File: src/rtl/redmule_pkg.sv
// Shared RedMulE definitions used by the TCDM arbiter and its ID FIFO.
package redmule_pkg;

  // Maximum number of read responses the arbiter keeps in flight.
  localparam int unsigned ARB_MAX_OUT = 4;

  // Meaning of the TCDM write-enable line (1 = read, 0 = write).
  typedef enum logic {
    TCDM_WRITE = 1'b0,
    TCDM_READ  = 1'b1
  } tcdm_op_e;

  // Width of a requester index; a single requester still needs one bit.
  function automatic int unsigned arb_id_width(input int unsigned n);
    return (n > 1) ? $clog2(n) : 1;
  endfunction

endpackage

File: src/rtl/redmule_arb_id_fifo.sv
// Pointer-based FIFO holding the requester index of every outstanding read.
// Depth must be a power of two (at least 2) so the pointers wrap naturally.
module redmule_arb_id_fifo #(
  parameter int unsigned Depth = 4,
  parameter int unsigned IdW   = 1
) (
  input  logic                     clk,
  input  logic                     rst,
  input  logic                     clear,
  input  logic                     push,
  input  logic                     pop,
  input  logic [IdW-1:0]           data_in,
  output logic [IdW-1:0]           data_out,
  output logic                     full,
  output logic                     empty,
  output logic [$clog2(Depth):0]   count
);

  localparam int unsigned PtrW = $clog2(Depth);
  localparam int unsigned CntW = PtrW + 1;

  logic [IdW-1:0]  mem [Depth];
  logic [PtrW-1:0] wr_ptr;
  logic [PtrW-1:0] rd_ptr;
  logic            do_push;
  logic            do_pop;

  assign full     = (count == CntW'(Depth));
  assign empty    = (count == '0);
  assign data_out = mem[rd_ptr];
  assign do_push  = push & ~full;
  assign do_pop   = pop & ~empty;

  // Storage, pointers and occupancy; clear behaves exactly like reset.
  always_ff @(posedge clk or posedge rst) begin
    if (rst) begin
      wr_ptr <= '0;
      rd_ptr <= '0;
      count  <= '0;
      for (int i = 0; i < int'(Depth); i++) mem[i] <= '0;
    end else if (clear) begin
      wr_ptr <= '0;
      rd_ptr <= '0;
      count  <= '0;
      for (int i = 0; i < int'(Depth); i++) mem[i] <= '0;
    end else begin
      if (do_push) begin
        mem[wr_ptr] <= data_in;
        wr_ptr      <= wr_ptr + 1'b1;
      end
      if (do_pop) rd_ptr <= rd_ptr + 1'b1;
      case ({do_push, do_pop})
        2'b10:   count <= count + 1'b1;
        2'b01:   count <= count - 1'b1;
        default: count <= count;
      endcase
    end
  end

endmodule

File: src/rtl/redmule_tcdm_arbiter.sv
// Round-robin arbiter sharing the single TCDM master port among NumReq
// requesters. Requests pass through combinationally; read responses come
// back in order and are routed using the ID FIFO.
//
// Handshake: a requester raises in_req_i with stable fields and holds them
// until it sees its in_gnt_o bit; a transfer happens in the cycle where
// tcdm_req_o and tcdm_gnt_i are both high, and the grant is reflected to
// the selected requester in that same cycle.
module redmule_tcdm_arbiter
  import redmule_pkg::*;
#(
  parameter int unsigned NumReq = 2,
  parameter int unsigned DW     = 256,
  parameter int unsigned AW     = 32,
  parameter int unsigned MaxOut = ARB_MAX_OUT
) (
  input  logic                           clk_i,
  input  logic                           rst_i,
  input  logic                           clear_i,
  input  logic [NumReq-1:0]              in_req_i,
  output logic [NumReq-1:0]              in_gnt_o,
  input  logic [NumReq-1:0][AW-1:0]      in_add_i,
  input  logic [NumReq-1:0]              in_wen_i,
  input  logic [NumReq-1:0][DW/8-1:0]    in_be_i,
  input  logic [NumReq-1:0][DW-1:0]      in_data_i,
  output logic [DW-1:0]                  in_r_data_o,
  output logic [NumReq-1:0]              in_r_valid_o,
  output logic                           tcdm_req_o,
  input  logic                           tcdm_gnt_i,
  output logic [AW-1:0]                  tcdm_add_o,
  output logic                           tcdm_wen_o,
  output logic [DW/8-1:0]                tcdm_be_o,
  output logic [DW-1:0]                  tcdm_data_o,
  input  logic [DW-1:0]                  tcdm_r_data_i,
  input  logic                           tcdm_r_valid_i,
  output logic                           busy_o,
  output logic                           err_o
);

  localparam int unsigned IdW  = arb_id_width(NumReq);
  localparam int unsigned CntW = $clog2(MaxOut) + 1;

  logic [IdW-1:0]  rr_ptr;
  logic [IdW-1:0]  sel;
  logic            any_req;
  logic            stall;
  logic            hs;
  logic            push;
  logic            pop;
  logic            fifo_full;
  logic            fifo_empty;
  logic [IdW-1:0]  head_id;
  logic [CntW-1:0] fifo_count;

  // Pick the first active requester starting from rr_ptr, wrapping around.
  // The scan runs from the farthest offset down so the nearest one wins.
  always_comb begin
    int unsigned idx;
    sel     = '0;
    any_req = 1'b0;
    idx     = 0;
    for (int k = NumReq - 1; k >= 0; k--) begin
      idx = int'(rr_ptr) + k;
      if (idx >= NumReq) idx = idx - NumReq;
      if (in_req_i[IdW'(idx)]) begin
        sel     = IdW'(idx);
        any_req = 1'b1;
      end
    end
  end

  // A full ID FIFO blocks every request, writes too, even if a pop is due.
  assign stall       = fifo_full;
  assign tcdm_req_o  = any_req & ~stall;
  assign hs          = tcdm_req_o & tcdm_gnt_i;
  assign tcdm_add_o  = any_req ? in_add_i[sel]  : '0;
  assign tcdm_wen_o  = any_req ? in_wen_i[sel]  : 1'b0;
  assign tcdm_be_o   = any_req ? in_be_i[sel]   : '0;
  assign tcdm_data_o = any_req ? in_data_i[sel] : '0;
  assign in_r_data_o = tcdm_r_data_i;
  assign push        = hs & (tcdm_wen_o == TCDM_READ);
  assign pop         = tcdm_r_valid_i & ~fifo_empty;
  assign busy_o      = (fifo_count != '0);

  // Grant only the selected requester, and only on an actual handshake.
  always_comb begin
    in_gnt_o      = '0;
    in_gnt_o[sel] = hs;
  end

  // Route a response to the requester at the FIFO head; none when empty.
  always_comb begin
    in_r_valid_o          = '0;
    in_r_valid_o[head_id] = pop;
  end

  // Priority pointer advances past the winner only when it was served.
  always_ff @(posedge clk_i or posedge rst_i) begin
    if (rst_i) begin
      rr_ptr <= '0;
    end else if (clear_i) begin
      rr_ptr <= '0;
    end else if (hs) begin
      rr_ptr <= (sel == IdW'(NumReq - 1)) ? '0 : sel + IdW'(1);
    end
  end

  // Sticky error: a response arrived while no read was outstanding.
  always_ff @(posedge clk_i or posedge rst_i) begin
    if (rst_i) begin
      err_o <= 1'b0;
    end else if (clear_i) begin
      err_o <= 1'b0;
    end else if (tcdm_r_valid_i && fifo_empty) begin
      err_o <= 1'b1;
    end
  end

  redmule_arb_id_fifo #(
    .Depth (MaxOut),
    .IdW   (IdW)
  ) i_id_fifo (
    .clk      (clk_i),
    .rst      (rst_i),
    .clear    (clear_i),
    .push     (push),
    .pop      (pop),
    .data_in  (sel),
    .data_out (head_id),
    .full     (fifo_full),
    .empty    (fifo_empty),
    .count    (fifo_count)
  );

endmodule

File: config.mk
export PLATFORM = sky130hd
export DESIGN_NAME = redmule_tcdm_arbiter
export DESIGN_NICKNAME = d
export VERILOG_FILES = /design/src/rtl/redmule_pkg.sv /design/src/rtl/redmule_arb_id_fifo.sv /design/src/rtl/redmule_tcdm_arbiter.sv
export SDC_FILE = /design/constraint.sdc
export NUM_CORES = 1
export LEC_CHECK = 0
export BUFFER_PORTS_ARGS = -buffer_cell sky130_fd_sc_hd__buf_4
export CORE_AREA = 2 2 588 590
export DETAILED_ROUTE_END_ITERATION = 8
export DIE_AREA = 0 0 590 592
export GPL_ROUTABILITY_DRIVEN = 0
export SLEW_MARGIN = 20
export SYNTH_ARGS = -nofsm -noshare
export SYNTH_HDL_FRONTEND = slang
export SYNTH_SLANG_ARGS = --single-unit
File: constraint.sdc
create_clock -name clk_i -period 2.7 [get_ports clk_i]
set_clock_uncertainty 0.2 [all_clocks]
set_input_delay 0 -clock clk_i [delete_from_list [all_inputs] [get_ports clk_i]]
set_output_delay 0 -clock clk_i [all_outputs]
set_load 0.02 [all_outputs]
# --- Yosys cells after proc, flatten, opt, wreduce, memory -nomap -nowiden ---
# Cells that the tools add are included.
totals:
  reg_bits: 13
  input_bits: 905
  output_inout_bits: 584
  wordCells: 99
op_classes:
  add_sub_neg: 8
  magnitude_cmp: 11
  eq_ne: 3
  n_mux: 45
  bitwise: 12
  reduce_logical: 11
ops:
  columns: ["operator", "n"]
  rows:
  - ["2-to-1 mux 256 bit", 3]
  - ["2-to-1 mux 32 bit", 6]
  - ["2-to-1 mux 1 bit", 23]
  - ["< comparator 1 x 2 -> 1 bit (second input constant)", 4]
  - ["2-to-1 mux 2 bit", 4]
  - ["2-to-1 mux 4 bit", 2]
  - ["nonzero test 2 bit", 4]
  - ["bitwise AND 1 bit", 6]
  - [">= comparator 3 bit (second input constant)", 2]
  - ["inverter 2 -> 3 bit", 2]
  - ["case mux 3 bit (2 select lines)", 1]
  - ["nonzero test 3 bit", 2]
  - ["adder 2 x 1 -> 2 bit (second input constant)", 2]
  - ["bitwise AND 2 bit", 2]
  - ["bitwise mux 4 bit", 1]
  - ["logical AND 1 bit", 4]
  - ["adder 3 x 1 -> 3 bit (second input constant)", 1]
  - ["equality test 3 bit (second input constant)", 1]
  - ["logical NOT 3 bit", 1]
  - ["< comparator 3 x 1 -> 1 bit (second input constant)", 1]
  - ["2-to-1 mux 3 bit", 1]
  - ["subtractor 3 x 1 -> 3 bit (second input constant)", 1]
  - ["adder 1 x 1 -> 2 bit (second input constant)", 1]
  - ["binary-select mux 1 bit (select 2 bit)", 1]
  - ["10 further kinds", 14]

# --- Longest topological paths before layout ---
# Gate-level depths: netlist (run 1).
logic_depth:
  depth_word: 15
  depth_mapped: 11
  ltp_nobuf: 9

# --- Modules after synthesis ---
# From an unflattened synthesis (run 1), not the netlist that was laid out.
unflattened:
  cells_unflattened: 1499
  hier_area_um2: 8927.3
by_module_without_submodules:
  columns: ["module", "instances", "cells_each", "area_per_inst_um2", "seq_area_each_um2"]
  rows:
  - ["redmule_tcdm_arbiter", 1, 1417, 8094.0, 50.0]
  - ["redmule_arb_id_fifo", 1, 82, 833.3, 275.3]

# --- Worst setup path before layout (run 1) ---
# OpenSTA, ideal clock, no wires.
synth_path:
  path_kind: "register -> register"
  start: "register rr_ptr"
  end: "register i_id_fifo.count[2]"
  setup_ps: 128
  arrival_ps: 1935
  required_ps: 2372
  slack_ps: 438
  stages_incl_launch_ff: 10
  n_path_buf: 1
  period_less_slack_ps: 2262
  path_cell_list: "dfrtp_1 and2b_4 o21ai_1 a21oi_2 buf_2 nor2_1 fa_1 o211ai_1 mux2i_1 nand3b_1"
synth_via:
  elab_chain_len: 15
  elab_cells_between_ends: 27
  cone_classes: "add/sub: 3; order compare: 2; eq/ne: 2; mux: 15; bitwise: 4; reduce/logical: 1"
synth_lines:
  columns: ["element", "line", "rtl"]
  rows:
  - ["start, declared", "redmule_tcdm_arbiter.sv:43", "logic [IdW-1:0] rr_ptr;"]
  - ["start signal, assigned", "redmule_tcdm_arbiter.sv:104", "rr_ptr <= (sel == IdW'(NumReq - 1)) ? '0 : sel + IdW'(1);"]
  - ["adder 1 x 1 -> 2 bit", "redmule_tcdm_arbiter.sv:63", "idx = int'(rr_ptr) + k;"]
  - [">= comparator 2 bit or subtractor 1 bit (tied branches)", "redmule_tcdm_arbiter.sv:64", "if (idx >= NumReq) idx = idx - NumReq;"]
  - ["2-to-1 mux 1 bit", "redmule_tcdm_arbiter.sv:64", null]
  - ["2-to-1 mux 1 bit (not written as such) (2 in series)", "redmule_tcdm_arbiter.sv:65", "if (in_req_i[IdW'(idx)]) begin"]
  - ["2-to-1 mux 1 bit (2 in series)", "redmule_tcdm_arbiter.sv:65", null]
  - ["2-to-1 mux 1 bit (not written as such) (2 in series)", "redmule_tcdm_arbiter.sv:77", "assign tcdm_wen_o = any_req ? in_wen_i[sel] : 1'b0;"]
  - ["2-to-1 mux 1 bit", "redmule_tcdm_arbiter.sv:77", null]
  - ["bitwise AND 1 bit (*)", "redmule_tcdm_arbiter.sv:81", "assign push = hs & (tcdm_wen_o == TCDM_READ);"]
  - ["bitwise AND 1 bit (*)", "redmule_arb_id_fifo.sv:31", "assign do_push = push & ~full;"]
  - ["equality test 2 x 1 -> 1 bit or equality test 2 bit (tied branches)", "redmule_arb_id_fifo.sv:52", "case ({do_push, do_pop})"]
  - ["case mux 3 bit (2 select lines)", "redmule_arb_id_fifo.sv:52", null]
  - ["2-to-1 mux 3 bit", "redmule_arb_id_fifo.sv:41", "end else if (clear) begin"]
  - ["end signal, assigned", "redmule_arb_id_fifo.sv:53", "2'b10: count <= count + 1'b1;"]
  - ["end signal, assigned", "redmule_arb_id_fifo.sv:54", "2'b01: count <= count - 1'b1;"]
  - ["end signal, assigned", "redmule_arb_id_fifo.sv:55", "default: count <= count;"]
  - ["end, declared", "redmule_arb_id_fifo.sv:16", "output logic [$clog2(Depth):0] count"]
# Mark *: on every way between the ends. The rest lies on a longest branch, timed or not. The select of a mux whose other input is x is not followed.
# A chain may end at the register's enable or synchronous reset.

# --- Worst setup path in the final report (run 1) ---
layout_path:
  start: "register rr_ptr"
  end: "output port tcdm_data_o[198]"
layout_via:
  elab_chain_len: 10
  elab_cells_between_ends: 18
  cone_classes: "add/sub: 3; order compare: 2; mux: 13"
layout_lines:
  columns: ["element", "line", "rtl"]
  rows:
  - ["adder 1 x 1 -> 2 bit", "redmule_tcdm_arbiter.sv:63", null]
  - [">= comparator 2 bit or subtractor 1 bit (tied branches)", "redmule_tcdm_arbiter.sv:64", null]
  - ["2-to-1 mux 1 bit", "redmule_tcdm_arbiter.sv:64", null]
  - ["2-to-1 mux 1 bit (not written as such) (2 in series)", "redmule_tcdm_arbiter.sv:65", null]
  - ["2-to-1 mux 1 bit (2 in series)", "redmule_tcdm_arbiter.sv:65", null]
  - ["2-to-1 mux 256 bit (not written as such) (2 in series)", "redmule_tcdm_arbiter.sv:79", "assign tcdm_data_o = any_req ? in_data_i[sel] : '0;"]
  - ["2-to-1 mux 256 bit (*)", "redmule_tcdm_arbiter.sv:79", null]
  - ["end, declared", "redmule_tcdm_arbiter.sv:33", "output logic [DW-1:0] tcdm_data_o,"]
# Marks and branches as above.

==> run metrics, run 1 <==
Via Count=roughly 16000; r2r setup slk=between 0.2 and 0.3 ns; CP required=about 2.5 ns; drt initial violations=roughly 1300; area grow syn2layout=186%; Routed Antenna Nets=0; layout cell share with drive strength beyond 1=43.7%; fillers=40631; GR Util All Layers=16.5%; Gate Count Post-Synth=1422; pwr dens=320 nW/um2; Slew Limit Fails=0; dpl hpwl=~290 mm; Die Y=slightly below 600 um; clock slew at reported path FFs=0.05 ns; critical path class=register to primary output; yosys warns=0; maximum VDD drop=between 0.00015 and 0.0002 V; Max clock buf depth=2; final setup vio count=0; syn_area_per_cell=around 5.2 um2; final core area utilization=under 10%; clk sinks=13; initial antenna violation count=around 420; initial core utilization=~2.2%; first-pass GRT wire length=approximately 330 mm; H-tree levels=1; Vias/cell=roughly 2.3; Crit-path slowest cell=buf_12; Wirelength per Cell=about 43 um; commonest non-fill, non-tap cell in the layout=buf_4; most frequent CP cell=buf_12; Met2 Wirelength=123 mm; maxcap violations=0; I/O pin cnt=~1500; R2R Path End=i_id_fifo.count[2]; status=finished, final reports clean; FMAX=approximately 0.39 GHz; Hold Path Sink=rr_ptr; worst reg2reg path depth=8; CTS Buf Count=3; final-report hold violation count=0; Worst Path Buf+Inv=3; RSZ-0062 raised after global routing=false; top sig layer=met5; critical path's largest stage delay=about 0.4 ns; P_leak=8.16 nW; CTS tree=built; RR Startpoint=i_id_fifo.count[1]; post-cts repair resize count=0; Die Wd=between 500 and 600 um; clock root cell=clkbuf_16; beginning of the worst hold path=tcdm_gnt_i; Core Footprint=342000 um2; Synth Net Count=2332; Final nets=approximately 3200; clk_lat worst skew=around 0.25 ns; setup_tns=0 ns; Hold Path Cell Cnt=5; Worst Setup SP=rr_ptr; die area=between 300000 and 400000 um2; commonest non-fill, non-tap cells in the layout=buf_4, nand2_1, dlygate4sd3_1, o21ai_0, o21ai_1; crit-path max FO=96; met3 routed WL=~63 mm; Cell Rows=215; critical path launch point type=register; register bit total from synthesis=13; Synth Cell Area=7410 um2; final wirelength=~300 mm; Worst slew margin=roughly two fifths; Seq/Total Area, Yosys=~4.4%; CP Capture Type=primary output; worst path arrival time=around 2.3 ns; post-synth cell types=35; period utilisation layout=a little over nine tenths; IO buf count=between 900 and 1000; vias in the first global route=13186; slew at the pin with the worst max-slew slack=just under 0.9 ns; DRC viols=0; TritonRoute pass-1 iters=5; worst-path cell chain=and2b_4 > nor2_4 > buf_12 > buf_12 > nand2_1 > o21ai_0 > buf_4; Tmin final=about 2.5 ns; hold crit path type=primary input to register; post-CTS setup buffers=0; grt ovf=0; pin count of the biggest net entering global routing=108; M1 WL=about 100 mm; Top delay family on crit path=buffers and inverters
## how the worst max path moves through the flow
stage,to,slack (ns),cells after the start
4_1_cts,tcdm_data_o[167],0.18,7
2_1_floorplan,i_id_fifo.count[2],0.44,9
3_5_place_dp,i_id_fifo.count[2],0.38,8
3_3_place_gp,i_id_fifo.count[1],0.29,9
6_report,tcdm_data_o[198],0.17,7
5_1_grt,tcdm_data_o[191],0.06,7
## per-layer routing
layer / track usage, % / vias up
li1: - / 6206
met1: 16.5 / 6634
met2: 24.8 / 1999
met3: 15.4 / 737
met4: 3.56 / 190
met5: 0 / -
## area by class of cell
type                            instances  area (um2)  share of cell area (%)
Sequential cell                        13         325                    1.53
Clock inverter                          1        5.00                  0.0236
Multi-Input combinational cell       1033        4490                    21.2
Inverter                               10        37.5                   0.177
Clock buffer                            3        75.1                   0.354
Timing Repair Buffer                 1267       10300                    48.6
Antenna cell                          106         265                    1.25
Tap cell                             4557        5700                    26.9
## cell usage after synthesis (all sizes together)
cell	number	area, um2
xor2	1	8.76
and2	3	18.8
buf	298	2300
nand2b	1	6.26
nand3b	1	7.51
mux2i	2	20.0
o211ai	1	7.51
o21ai	327	1640
xnor2	2	17.5
nor2	13	56.3
nand4	1	6.26
a21boi	1	7.51
o2111ai	1	8.76
inv	10	37.5
xnor3	1	22.5
nand3	4	20.0
nor3	5	25.0
a21o	1	7.51
clkbuf	68	255
dfrtp	13	325
and2b	1	10.0
a21oi	10	53.8
or3	1	6.26
ha	4	50.1
mux4	1	22.5
fa	1	20.0
and3	3	18.8
o311ai	1	8.76
nand2	646	2420
## worst min-delay path: stages
cell	delay [ns]
buf_4	0.11
o21ai_0	0.11
a21oi_1	0.09
nor2_1	0.10
nor3_1	0.05
## cells by family after synthesis
logic type      Yosys count  share of synthesized area [%]
compound gates          342                           23.3
fa+ha+maj                 5                          0.945
buf+inv                 376                           35.0
mux                       3                          0.574
xor+xnor                  4                          0.658
simple gates            679                           35.1
flops                    13                           4.39
## registers in the layout (all words and copies together), names as in the netlist
signal	count
rr_ptr	1
err_o	1
i_id_fifo.count	3
i_id_fifo.rd_ptr	2
i_id_fifo.wr_ptr	2
i_id_fifo.mem	4
## report_power, final
group,total (mW),internal [mW],switching [mW]
clock network,0.291,0.198,0.0934
registers,0.290,0.236,0.0537
logic,6.21,1.95,4.27
total,6.79,2.38,4.41
## through the flow
stage	area, um2	worst slack (ns)	std cells	hold WS [ns]	power [mW]
after floorplan	7410	0.438	1422	-0.323	2.59
after global placement	18300	0.295	6621	-0.200	5.70
after detailed placement	18300	0.381	6621	-0.200	5.71
after CTS	20900	0.184	6884	0.0587	7.02
after global routing	21000	0.0593	6906	0.0893	7.28
final	21200	0.167	6990	0.0561	6.79
## what timing repair did
| action | 4_1_cts | 5_1_grt |
|---|---|---|
| setup endpoints to repair | 0 | 0 |
| hold buffers | 259 | 0 |
| hold endpoints to repair | 281 | 0 |
Power figures use the tool's default switching activity.
==> run 2: changes to the inputs <==
REMOVE_ABC_BUFFERS = 1   (was not set)
==> run metrics, run 2 <==
status=stopped before the end (was finished, final reports clean); failing step=global routing (5_1_grt); Error=[ERROR GRT-0116] Global routing finished with congestion. Check the congestion regions in the DRC Viewer.; Die Wd=590 um (unchanged); register bit total from synthesis=13 (unchanged); EDFF count, synth=0 (unchanged); dpl hpwl=299 mm (was 289 mm); syn_area_per_cell=5.21 um2 (unchanged); grt ovf=14; area leader, netlist=nand2_1 (unchanged); CTS Buf Count=3 (unchanged); yosys warns=0 (unchanged); initial core utilization=2.17% (unchanged); post-synth cell types=35 (unchanged); Async S/R FF share, synth=100% (unchanged); top cell type's share of synthesized area=32.7% (unchanged); Seq/Total Area, Yosys=4.39% (unchanged); I/O pin cnt=1489 (unchanged); Cell Rows=215 (unchanged); vias in the first global route=approximately 16000; Die Y=592 um (unchanged); clk sinks=13 (unchanged); post-CTS setup buffers=0 (unchanged); clock root cell=clkbuf_16 (unchanged); GR Util All Layers=a little under a fifth; # placed instances=6639 (was 6621); leading post-synthesis cells by cell area=nand2_1, buf_4, o21ai_0 (unchanged); Synth Cell Area=7410 um2 (unchanged); Commonest cells post-synth=nand2_1, buf_4, o21ai_0 (unchanged); post-place setup slack=0.0502 ns (was 0.381 ns); Main synth FF type=dfrtp_1 (unchanged); H-tree levels=1 (unchanged); Max clock buf depth=2 (unchanged); Gate Count Post-Synth=1422 (unchanged); most instantiated library cell after synthesis=nand2_1 (unchanged); pin count of the biggest net entering global routing=113; first-pass GRT wire length=~380 mm; IO buf count=976 (unchanged)
-- run 2: cell counts after synthesis --
No cell type changed its count.
-- run 2: cell families after synthesis --
logic type | synth area share (%)
adders and majority gates | 0.945
AOI/OAI and AO/OA | 23.3
buffers and inverters | 35.0
muxes | 0.574
and+or+nand+nor | 35.1
DFF | 4.39
xor gates and xnor gates | 0.658
-- run 2: timing repair --
action / CTS
gates resized for setup: 6
hold endpoints to repair: 281
endpoints found under the setup margin: 6
hold buffers: 259
-- run 2: per-layer routing --
metal  overflow  track usage [%]
met5          0             4.22
met4          5             8.32
met3          1             20.1
met2          6             22.5
met1          2             20.8
-- run 2: stage by stage --
stage | util (%) | cell area [um2] | TNS [ns] | hold WS (ns)
floorplan | - | 4850 | -1859.81 | -0.323
global placement | 5.43 | 18600 | 0 | -0.193
detailed placement | 5.43 | 18600 | 0 | -0.193
CTS | 6.21 | 21300 | 0 | 0.00588
==> run 3: changes to the inputs <==
PLACE_DENSITY_LB_ADDON = 0.15   (was not set)
==> run metrics, run 3 <==
placed instance area=18600 um2 (about the same); post-synth cell types=35 (unchanged); IO buf count=976 (unchanged); Seq/Total Area, Yosys=4.39% (unchanged); syn_area_per_cell=5.21 um2 (unchanged); yosys warns=0 (unchanged); post-synthesis mux area share=0.574% (unchanged); clock root cell=clkbuf_16 (unchanged); Async S/R FF share, synth=100% (unchanged); largest family of logic cells by synthesized area=simple AND/OR/NAND/NOR gates (unchanged); Commonest cells post-synth=nand2_1, buf_4, o21ai_0 (unchanged); Adder-Cell Fraction of Synth Area=0.945% (unchanged); Gate Count Post-Synth=1422 (unchanged); vias in the first global route=18468; Error=[ERROR GRT-0116] Global routing finished with congestion. Check the congestion regions in the DRC Viewer. (unchanged); EDFF count, synth=0 (unchanged); register bit total from synthesis=13 (unchanged); Synth Cell Area=7410 um2 (unchanged); area leader, netlist=nand2_1 (unchanged); first-pass GRT wire length=375 mm; Post-Synth Simple-Gate Area=35.1% (unchanged); Synth Area in XOR/XNOR=0.658% (unchanged); most instantiated library cell after synthesis=nand2_1 (unchanged); Compound-Gate Fraction of Synth Area=23.3% (unchanged); dpl hpwl=280 mm (was 299 mm); leading post-synthesis cells by cell area=nand2_1, buf_4, o21ai_0 (unchanged); failing step=global routing (5_1_grt) (unchanged); pin count of the biggest net entering global routing=between 90 and 100; top cell type's share of synthesized area=32.7% (unchanged); GR Util All Layers=between 10% and 20%; H-tree levels=1 (unchanged); Die Y=592 um (unchanged); CTS Buf Count=3 (unchanged); initial core utilization=2.17% (unchanged); Max clock buf depth=2 (unchanged); clk sinks=13 (unchanged); Die Wd=590 um (unchanged); Cell Rows=215 (unchanged); Main synth FF type=dfrtp_1 (unchanged); grt ovf=74; status=stopped before the end (unchanged); I/O pin cnt=1489 (unchanged)
-- run 3: timing repair --
action	CTS
cloned	0
endpoints found under the setup margin	41
hold endpoints to repair	281
hold buffers	260
gates resized for setup	26
buffers inserted	1
pin swaps	0
-- run 3: metal layers --
| layer | GRT overflow | global-route usage (%) |
|---|---|---|
| met1 | 8 | 21.0 |
| met2 | 33 | 22.9 |
| met3 | 5 | 16.7 |
| met4 | 28 | 6.43 |
| met5 | 0 | 3.26 |
-- run 3: through the flow --
step	setup WS [ns]	instances	hold WS (ns)
after CTS	0.0145	6915	0.0648
after floorplan	-5.99	1056	-0.323
after detailed placement	-0.0351	6650	-0.193
after global placement	-1.14	6641	-0.193
-- run 3: cells by family after synthesis --
group	after synthesis
xor+xnor	4
flops	13
mux	3
buf+inv	376
compound gates	342
fa+ha+maj	5
simple gates	679
